<file path="src/rtl/int_ctrl_pkg.sv">
// Shared constants and FSM encoding for the interrupt acknowledge sequencer.
package int_ctrl_pkg;
  localparam int N_IRQ  = 8;
  localparam int LVL_W  = 3;
  localparam int VEC_W  = 5;
  localparam int DATA_W = VEC_W + LVL_W;

  localparam logic [LVL_W-1:0] PTR_RESET    = 3'd7;
  localparam logic [LVL_W-1:0] SPURIOUS_LVL = 3'd7;

  typedef enum logic [1:0] {
    ST_IDLE = 2'd0,
    ST_PEND = 2'd1,
    ST_ACK1 = 2'd2,
    ST_ACK2 = 2'd3
  } state_t;
endpackage

</file>
<file path="src/rtl/int_ack_sequencer_if.sv">
// CPU acknowledge bus: interrupt request out, INTA strobe in, vector back.
interface int_ack_sequencer_if;
  import int_ctrl_pkg::*;

  logic              INTA;
  logic              INT;
  logic [DATA_W-1:0] data_out;
  logic              data_oe;

  modport master (input INTA, output INT, output data_out, output data_oe);
  modport slave  (output INTA, input INT, input data_out, input data_oe);
endinterface

</file>
<file path="src/rtl/priority_resolver.sv">
// Picks the highest-priority request that outranks every in-service level.
module priority_resolver
  import int_ctrl_pkg::*;
(
  input  logic [N_IRQ-1:0] req,
  input  logic [N_IRQ-1:0] isr,
  input  logic [LVL_W-1:0] lowest_ptr,
  input  logic             rotate_en,
  output logic             valid,
  output logic [LVL_W-1:0] level
);
  logic [LVL_W-1:0] start;
  logic [N_IRQ-1:0] req_rot;
  logic [N_IRQ-1:0] isr_rot;
  logic             req_hit;
  logic             isr_hit;
  logic [LVL_W-1:0] req_rank;
  logic [LVL_W-1:0] isr_rank;

  assign start = rotate_en ? lowest_ptr + LVL_W'(1) : '0;

  // Rank 0 of the rotated vectors is always the current highest-priority level.
  genvar gi;
  generate
    for (gi = 0; gi < N_IRQ; gi = gi + 1) begin : g_rot
      logic [LVL_W-1:0] idx;
      assign idx         = start + LVL_W'(gi);
      assign req_rot[gi] = req[idx];
      assign isr_rot[gi] = isr[idx];
    end
  endgenerate

  always_comb begin
    req_hit  = 1'b0;
    isr_hit  = 1'b0;
    req_rank = '0;
    isr_rank = '0;
    for (int k = N_IRQ - 1; k >= 0; k--) begin
      if (req_rot[k]) begin
        req_hit  = 1'b1;
        req_rank = LVL_W'(k);
      end
      if (isr_rot[k]) begin
        isr_hit  = 1'b1;
        isr_rank = LVL_W'(k);
      end
    end
  end

  assign valid = req_hit && (!isr_hit || (req_rank < isr_rank));
  assign level = start + req_rank;
endmodule

</file>
<file path="src/rtl/int_ack_sequencer.sv">
// Interrupt request/acknowledge sequencer: IRR/ISR tracking, priority, two-pulse INTA vectoring.
module int_ack_sequencer #(
  parameter int N_IRQ = int_ctrl_pkg::N_IRQ
) (
  input  logic                          clk,
  input  logic                          rst_n,
  input  logic [N_IRQ-1:0]              IR,
  input  logic [N_IRQ-1:0]              IMR,
  input  logic [int_ctrl_pkg::VEC_W-1:0] vec_base,
  input  logic                          rotate_en,
  input  logic                          auto_eoi,
  input  logic                          eoi,
  output logic [N_IRQ-1:0]              IRR,
  output logic [N_IRQ-1:0]              ISR,
  int_ack_sequencer_if.master           bus
);
  import int_ctrl_pkg::LVL_W;
  import int_ctrl_pkg::DATA_W;
  import int_ctrl_pkg::PTR_RESET;
  import int_ctrl_pkg::SPURIOUS_LVL;
  import int_ctrl_pkg::state_t;
  import int_ctrl_pkg::ST_IDLE;
  import int_ctrl_pkg::ST_PEND;
  import int_ctrl_pkg::ST_ACK1;
  import int_ctrl_pkg::ST_ACK2;

  state_t             state_reg;
  logic [N_IRQ-1:0]   irr_reg;
  logic [N_IRQ-1:0]   isr_reg;
  logic [N_IRQ-1:0]   hold_reg;
  logic [LVL_W-1:0]   lowest_ptr_reg;
  logic [LVL_W-1:0]   level_reg;
  logic               spurious_reg;
  logic               inta_prev_reg;
  logic               int_reg;
  logic               data_oe_reg;
  logic [DATA_W-1:0]  data_out_reg;

  logic               inta_fall;
  logic               inta_rise;
  logic               cand_valid;
  logic [LVL_W-1:0]   cand_level;
  logic               eoi_valid;
  logic [LVL_W-1:0]   eoi_level;
  logic               auto_clr;
  logic [N_IRQ-1:0]   set_mask;
  logic [N_IRQ-1:0]   clr_mask;
  logic [N_IRQ-1:0]   hold_next;

  assign inta_fall = inta_prev_reg & ~bus.INTA;
  assign inta_rise = ~inta_prev_reg & bus.INTA;

  priority_resolver u_cand (
    .req        (irr_reg & ~IMR),
    .isr        (isr_reg),
    .lowest_ptr (lowest_ptr_reg),
    .rotate_en  (rotate_en),
    .valid      (cand_valid),
    .level      (cand_level)
  );

  priority_resolver u_eoi (
    .req        (isr_reg),
    .isr        ('0),
    .lowest_ptr (lowest_ptr_reg),
    .rotate_en  (rotate_en),
    .valid      (eoi_valid),
    .level      (eoi_level)
  );

  always_comb begin
    set_mask = '0;
    clr_mask = '0;
    auto_clr = (state_reg == ST_ACK2) && inta_rise && auto_eoi && !spurious_reg;
    if ((state_reg == ST_PEND) && inta_fall && cand_valid) set_mask[cand_level] = 1'b1;
    if (auto_clr)                                          clr_mask[level_reg]  = 1'b1;
    if (eoi && eoi_valid)                                  clr_mask[eoi_level]  = 1'b1;
    // An acknowledged level stays out of IRR until its IR line has dropped once.
    hold_next = (hold_reg | set_mask) & IR;
  end

  always_ff @(posedge clk or negedge rst_n) begin
    if (!rst_n) begin
      state_reg      <= ST_IDLE;
      irr_reg        <= '0;
      isr_reg        <= '0;
      hold_reg       <= '0;
      lowest_ptr_reg <= PTR_RESET;
      level_reg      <= '0;
      spurious_reg   <= 1'b0;
      inta_prev_reg  <= 1'b1;
      int_reg        <= 1'b0;
      data_oe_reg    <= 1'b0;
      data_out_reg   <= '0;
    end else begin
      inta_prev_reg <= bus.INTA;
      hold_reg      <= hold_next;
      irr_reg       <= IR & ~hold_next;
      isr_reg       <= (isr_reg & ~clr_mask) | set_mask;
      if (auto_clr && rotate_en)                   lowest_ptr_reg <= level_reg;
      else if (eoi && eoi_valid && rotate_en)      lowest_ptr_reg <= eoi_level;

      case (state_reg)
        ST_IDLE: begin
          if (cand_valid) begin
            state_reg <= ST_PEND;
            int_reg   <= 1'b1;
          end
        end
        ST_PEND: begin
          if (inta_fall) begin
            state_reg    <= ST_ACK1;
            int_reg      <= 1'b0;
            spurious_reg <= !cand_valid;
            level_reg    <= cand_valid ? cand_level : SPURIOUS_LVL;
          end else if (!cand_valid) begin
            state_reg <= ST_IDLE;
            int_reg   <= 1'b0;
          end
        end
        ST_ACK1: begin
          if (inta_fall) begin
            state_reg    <= ST_ACK2;
            data_oe_reg  <= 1'b1;
            data_out_reg <= {vec_base, level_reg};
          end
        end
        ST_ACK2: begin
          if (inta_rise) begin
            state_reg    <= ST_IDLE;
            data_oe_reg  <= 1'b0;
            data_out_reg <= '0;
          end
        end
        default: state_reg <= ST_IDLE;
      endcase
    end
  end

  assign IRR          = irr_reg;
  assign ISR          = isr_reg;
  assign bus.INT      = int_reg;
  assign bus.data_oe  = data_oe_reg;
  assign bus.data_out = data_out_reg;
endmodule

</file>
<file path="src/flat_wrapper.sv">
// flat-port wrapper written by rule: the top's interface ports become plain ports
module int_ack_sequencer_flat import int_ctrl_pkg::LVL_W; import int_ctrl_pkg::DATA_W; import int_ctrl_pkg::PTR_RESET; import int_ctrl_pkg::SPURIOUS_LVL; import int_ctrl_pkg::state_t; import int_ctrl_pkg::ST_IDLE; import int_ctrl_pkg::ST_PEND; import int_ctrl_pkg::ST_ACK1; import int_ctrl_pkg::ST_ACK2;
#(
  parameter int N_IRQ = int_ctrl_pkg::N_IRQ
)
  (clk, rst_n, IR, IMR, vec_base, rotate_en, auto_eoi, eoi, IRR, ISR, bus_INTA, bus_INT, bus_data_out, bus_data_oe);
  int_ack_sequencer_if bus_i ();
  input  logic clk;
  input  logic rst_n;
  input  logic [N_IRQ-1:0] IR;
  input  logic [N_IRQ-1:0] IMR;
  input  logic [int_ctrl_pkg::VEC_W-1:0] vec_base;
  input  logic rotate_en;
  input  logic auto_eoi;
  input  logic eoi;
  output logic [N_IRQ-1:0] IRR;
  output logic [N_IRQ-1:0] ISR;
  input wire logic [$bits(bus_i.INTA)-1:0] bus_INTA;
  output wire logic [$bits(bus_i.INT)-1:0] bus_INT;
  output wire logic [$bits(bus_i.data_out)-1:0] bus_data_out;
  output wire logic [$bits(bus_i.data_oe)-1:0] bus_data_oe;
  assign bus_i.INTA = bus_INTA;
  assign bus_INT = bus_i.INT;
  assign bus_data_out = bus_i.data_out;
  assign bus_data_oe = bus_i.data_oe;
  int_ack_sequencer #(.N_IRQ(N_IRQ)) u_core (.clk(clk), .rst_n(rst_n), .IR(IR), .IMR(IMR), .vec_base(vec_base), .rotate_en(rotate_en), .auto_eoi(auto_eoi), .eoi(eoi), .IRR(IRR), .ISR(ISR), .bus(bus_i));
endmodule
</file>
<file path="config.mk">
export PLATFORM = sky130hd
export DESIGN_NAME = int_ack_sequencer_flat
export DESIGN_NICKNAME = d
export VERILOG_FILES = /design/src/rtl/int_ctrl_pkg.sv /design/src/rtl/int_ack_sequencer_if.sv /design/src/rtl/priority_resolver.sv /design/src/rtl/int_ack_sequencer.sv /design/src/flat_wrapper.sv
export SDC_FILE = /design/constraint.sdc
export NUM_CORES = 1
export LEC_CHECK = 0
export CAP_MARGIN = 20
export CORE_MARGIN = 2
export CORE_UTILIZATION = 50
export DETAILED_ROUTE_END_ITERATION = 8
export GPL_TIMING_DRIVEN = 0
export MAX_ROUTING_LAYER = met4
export PLACE_DENSITY = 0.82
export SLEW_MARGIN = 20
export SYNTH_ARGS = -nofsm -noshare
export SYNTH_HDL_FRONTEND = slang
export SYNTH_SLANG_ARGS = --single-unit
</file>
<file path="constraint.sdc">
create_clock -name clk -period 4.4 [get_ports clk]
set_input_delay 0.88 -clock clk [delete_from_list [all_inputs] [get_ports clk]]
set_output_delay 0.88 -clock clk [all_outputs]
set_load 0.02 [all_outputs]
</file>
**Word level (Yosys, flattened, before mapping)**

Memory sizes are Yosys's and may differ from the RTL's.
Index checks and enable logic that the tools add are counted.

- $lt $le $gt $ge: 16
- Bitwise gates (word level): 14
- Multiply operators: 0
- $add $sub $neg: 10
- Reductions and logical operators: 27
- Eq/ne operators: 7
- Shift operators: 0
- Div/mod/pow operators: 0
- Multiplexer cells: 117

Operators by type and width:

| kind | count |
|---|---|
| $mux 3 | 28 |
| $mux 1 | 56 |
| $bmux 1 s3 | 16 |
| $lt 3x4->1 const B | 11 |
| $mux 8 | 5 |
| $and 8x8->8 | 4 |
| $not 8->8 | 3 |
| $or 8x8->8 | 3 |
| $pmux 8 s2 | 1 |
| $logic_and 1x1->1 | 13 |
| $add 3x3->3 const B | 4 |
| $mux 2 | 5 |
| $demux 1 s3 | 3 |
| $ge 3x1->1 const B | 3 |
| $pmux 2 s4 | 1 |
| $add 3x1->3 const B | 2 |
| $add 3x2->3 const B | 2 |
| $add 3x3->3 | 2 |
| $lt 3x3->1 | 2 |
| $ne 2x1->1 const B | 3 |
| $reduce_and 3->1 | 2 |
| $reduce_bool 2->1 | 3 |
| $eq 2x2->1 const B | 2 |
| $logic_not 1->1 | 4 |
| 9 further kinds | 13 |

- RAM bits: 0
- Latch bits: 0
- ROM bits: 64
- Memories kept: 8
- Output and inout port bits: 26
- Register bits after elaboration: 44

Memory list:

| name | depth | width | rd ports | clocked after Yosys merged registers in | wr ports | line | source |
|---|---|---|---|---|---|---|---|
| (no name shown) | 8 | 1 | 1 | 0 | 0 | priority_resolver.sv:29 | `assign isr_rot[gi] = isr[idx];` |
| (no name shown) | 8 | 1 | 1 | 0 | 0 | priority_resolver.sv:29 |  |
| (no name shown) | 8 | 1 | 1 | 0 | 0 | priority_resolver.sv:29 |  |
| (no name shown) | 8 | 1 | 1 | 0 | 0 | priority_resolver.sv:29 |  |
| (no name shown) | 8 | 1 | 1 | 0 | 0 | priority_resolver.sv:29 |  |
| (no name shown) | 8 | 1 | 1 | 0 | 0 | priority_resolver.sv:29 |  |
| +2 memories | -- | -- | -- | -- | -- | -- |  |

**Longest topological paths before layout**

- Depth after elaboration: 23
- Depth in mapped cells: 20
- Depth with buffers taken out: 17

**By module**

Synthesis repeated with hierarchy kept, for this count alone.

- Cell total of the unflattened synthesis: 444
- Area, all modules: 4251.6 um^2

Modules (own cells, without submodules):

| module | sequential area each (um^2) | area each (um^2) | cells an instance | times used |
|---|---|---|---|---|
| int_ack_sequencer | 1106.1 | 2040.7 | 191 | 1 |
| priority_resolver (u_core.u_cand) | 0.0 | 1119.8 | 126 | 1 |
| priority_resolver (u_core.u_eoi) | 0.0 | 1091.0 | 127 | 1 |

**Worst setup path before layout**

OpenSTA, ideal clock, no wires.

- Path type: input -> register
- Start point: input port rotate_en
- End point: register u_core.irr_reg[3] (netlist: u_core.IRR[3])
- Buffers on the path: 5
- Arrival: 4.569 ns
- Setup slack: -0.290 ns
- Required time: 4.280 ns
- Stages: 18
- Cell sequence: buf_4 > nor2b_4 > buf_6 > inv_6 > clkbuf_1 > ha_1 > mux4_2 > mux2i_4 > nand2_1 > or3b_2 > clkbuf_1 > ha_1 > a21oi_1 > o21ai_0 > o21ai_0 > o21ai_1 > buf_6 > o211a_1

- Word-level cells in the longest chain between the ends: 22
- Elaborated cells on any way between the ends: 88

RTL lines:

| what | line | source |
|---|---|---|
| start: declaration | flat_wrapper.sv:13 | `input logic rotate_en;` |
| $mux 3 * | priority_resolver.sv:20 | `assign start = rotate_en ? lowest_ptr + LVL_W'(1) : '0;` |
| $add 3x3->3 | priority_resolver.sv:27 | `assign idx = start + LVL_W'(gi);` |
| $bmux 1 s3 | priority_resolver.sv:28 | `assign req_rot[gi] = req[idx];` |
| $mux 1 (not written as such) | priority_resolver.sv:28 |  |
| $mux 3 (8 in series) | priority_resolver.sv:39 | `if (req_rot[k]) begin` |
| $add 3x3->3 | priority_resolver.sv:51 | `assign level = start + req_rank;` |
| $lt 3x4->1 (not written as such) / $ge 3x1->1 (equally long branches) | int_ack_sequencer.sv:75 | `if ((state_reg == ST_PEND) && inta_fall && cand_valid) set_mask[cand_level] = 1'b1;` |
| $logic_and 1x1->1 (not written as such) | int_ack_sequencer.sv:75 |  |
| $mux 1 (not written as such) | int_ack_sequencer.sv:75 |  |
| $demux 1 s3 | -- |  |
| $mux 8 * | int_ack_sequencer.sv:75 |  |
| $or 8x8->8 * | int_ack_sequencer.sv:79 | `hold_next = (hold_reg \| set_mask) & IR;` |
| $and 8x8->8 * | int_ack_sequencer.sv:79 |  |
| $not 8->8 * | int_ack_sequencer.sv:98 | `irr_reg <= IR & ~hold_next;` |
| $and 8x8->8 * | int_ack_sequencer.sv:98 |  |
| end signal: assignment | int_ack_sequencer.sv:98 |  |
| end: declaration | int_ack_sequencer.sv:28 | `logic [N_IRQ-1:0] irr_reg;` |

Mark *: on every way between the ends. The rest lies on a longest branch, timed or not. The select of a mux whose other input is x is not followed.
A chain may end at the register's enable or synchronous reset.

**Worst setup path in the final report**

- Start point: input port rotate_en
- End point: register u_core.irr_reg[6] (netlist: u_core.IRR[6])

The elaborated chain is that of the path after synthesis.

==> flow_summary.json <==
{
  "grt.met1_usage_pct": 35.2,
  "ios": 53,
  "netlist_area_um2": 3590,
  "synth_top_cells_by_count": "dfrtp_1, nand2_1, nor2_1",
  "grt_antenna_before_repair": 0,
  "dpl_cell_area_um2": 4270,
  "vias": 3504,
  "cp.required_ns": 4.59,
  "synth_area_per_cell_um2": 9.38,
  "synth_edf_count": 0,
  "start_util_pct": 52.3,
  "seq_area_frac_synth_pct": 30.8,
  "hold_class": "register to register",
  "max_slew_margin_pct": 30.2,
  "synth_area_leader_cell": "dfrtp_1",
  "clock-sinks": 44,
  "use_met2_pct": 47.0,
  "grt_busiest_layer": "met2",
  "rrSetupSlack_ns": 0.14,
  "synth_top_area_share_pct": 27.9,
  "route.detailed.drc": 0,
  "fin_area_um2": 4780,
  "arrival_ns": 4.50,
  "critPathLaunchType": "primary input",
  "met3_usage_pct": 3.36,
  "finalHoldViolCount": 0,
  "synthDistinctLibCells": 78,
  "wl_per_cell_um": 19.2,
  "synthFlopType": "dfrtp_1",
  "drv_cap": 0,
  "cts.clk_slew.worst_paths_ns": 0.09,
  "synthCells": 383,
  "skew_ns": 0.00785,
  "cp_max_fo": 10,
  "final_antenna_net_count": 0,
  "cts_tree": "yes",
  "coreArea_um2": 6870,
  "die_h_um": 88.7,
  "setup_viol": 0,
  "fillers": 533,
  "postCtsHoldBufs": 0,
  "multi_input_area_um2": 2580,
  "max_freq_mhz": 232,
  "layout.nets": 485,
  "num_rows": 30,
  "path_class": "primary input to register",
  "status": "finished, final reports clean",
  "synth_nets": 416,
  "area_delta_synth_final_pct": 33.1,
  "gp_congestion": 0.955,
  "port_buffers": 51,
  "grt_pass1_wl_um": 16500,
  "grtUsageTotal_pct": 28.0,
  "grt_max_degree": 27,
  "rsz0062_at_grt": "true",
  "cts_root_buffer": "clkbuf_8",
  "cts_buffers": 5,
  "wl_um": 10500,
  "synth.most_common_cell": "dfrtp_1",
  "register_area_um2": 1110,
  "overflow": 0,
  "grt_pass1_vias": 3382,
  "yosysWarnings": 0,
  "slew_violations": 0,
  "synth_seq_cells": 44,
  "final_util_pct": 69.6,
  "period_minus_slack_ns": 4.31,
  "htreeDepth": 2,
  "fin_crit_sh_pct": 97.8,
  "synth_area_leaders": "dfrtp_1, mux4_2, mux2i_1, nand2_1, o22ai_1",
  "hpwlAfterDp_um": 7810,
  "die_w_um": 88.7,
  "dr.pass1.iters": 7,
  "diodes": 0,
  "drive_gt1_share_pct": 25.6,
  "drt_iter0_markers": 207,
  "fp.dieArea_um2": 7880,
  "endpoint_kind": "register",
  "clk_path_buf_depth": 2,
  "async_flop_share_pct": 100,
  "vias_per_cell": 6.38,
  "tightest_slew_ns": 1.04,
  "clock_latency_ns": 0.30,
  "holdWs_ns": 0.489
}
==> repair_timing <==
item / CTS / global route
pin swaps: 7 / 13
gates resized for setup: 17 / 42
setup endpoints to repair: 30 / 31
setup buffers: 6 / 6
==> layout by cell type, fill, tap and decap left out, types with 6 or more instances in the layout <==
| cell | synthesis | layout |
|---|---|---|
| nand3_1 | 10 | 9 |
| mux4_2 | 8 | 8 |
| o22ai_1 | 17 | 17 |
| nor2_1 | 24 | 21 |
| dfrtp_1 | 40 | 40 |
| buf_4 | 2 | 13 |
| mux2i_1 | 15 | 13 |
| o31ai_2 | 6 | 6 |
| o21ai_0 | 13 | 11 |
| clkbuf_1 | 10 | 7 |
| nand2b_1 | 10 | 10 |
| and2_1 | 6 | 6 |
| clkdlybuf4s50_1 | 0 | 46 |
| o211a_1 | 8 | 8 |
| a21oi_1 | 20 | 18 |
| clkbuf_8 | 0 | 6 |
| buf_2 | 5 | 6 |
| nand2_1 | 29 | 29 |
| inv_1 | 20 | 20 |
==> worst paths after layout <==
| check | from | endpoint | cells after the start |
|---|---|---|---|
| hold reg to reg | u_core.hold_reg[2]$_DFF_PN0_ | u_core.hold_reg[2]$_DFF_PN0_ | 2 |
| setup / recovery | rotate_en | u_core.IRR[6]$_DFF_PN0_ | 17 |
| setup reg to reg | u_core.lowest_ptr_reg[0]$_DFFE_PN1P_ | u_core.IRR[6]$_DFF_PN0_ | 15 |
| max in group asynchronous | rst_n | u_core.lowest_ptr_reg[2]$_DFFE_PN1P_ | 2 |
| min in group asynchronous | rst_n | u_core.bus.data_out[0]$_DFFE_PN0P_ | 1 |
| hold / removal | u_core.hold_reg[2]$_DFF_PN0_ | u_core.hold_reg[2]$_DFF_PN0_ | 2 |
==> metrics by stage <==
step                      TNS, ns  cells  setup WS (ns)
after floorplan                 0    383         0.0439
after global routing       -0.181    549        -0.0476
after CTS                       0    543         0.0105
after global placement     -13.06    530         -0.555
after detailed placement   -15.29    531         -0.649
final                           0    549         0.0946
==> cell type report <==
type / count / area share, %
Buffer: 20 / 2.44
Clock buffer: 6 / 1.73
Clock inverter: 2 / 0.812
Inverter: 23 / 1.96
Multi-Input combinational cell: 294 / 54.0
Sequential cell: 44 / 23.1
Tap cell: 96 / 2.51
Timing Repair Buffer: 64 / 13.4
==> metal layers <==
metal / routed length (um) / share of wire (%) / vias up
met5: 0 / 0 / -
met1: 4280 / 41 / 1730
li1: - / - / 1587
met4: 242 / 2.3 / 0
met2: 5450 / 52 / 159
met3: 557 / 5.3 / 28
==> critical path, stage by stage <==
cell	delay, ns
buf_4	0.16
nor2b_4	0.16
buf_6	0.17
inv_6	0.07
clkbuf_4	0.22
ha_4	0.33
mux4_2	0.35
mux2i_4	0.22
nand2_1	0.12
or3b_4	0.47
ha_4	0.26
a21oi_2	0.17
o21ai_0	0.10
o21ai_1	0.24
o21ai_2	0.15
buf_6	0.18
o211a_1	0.23
==> kinds of logic (layout without fill, tap and decap cells) <==
logic type / Yosys count / after routing / synth area share (%)
AOI/OAI and AO/OA: 126 / 126 / 26.6
muxes: 30 / 30 / 11.8
DFF: 44 / 44 / 30.8
adders and majority gates: 6 / 6 / 2.51
buffers and inverters: 45 / 115 / 5.85
and+or+nand+nor: 122 / 122 / 19.1
xor gates and xnor gates: 10 / 10 / 3.45
Power is left out: the tool's default activity adds up to more than one toggle a clock period on the data nets, which glitch-free logic cannot reach.
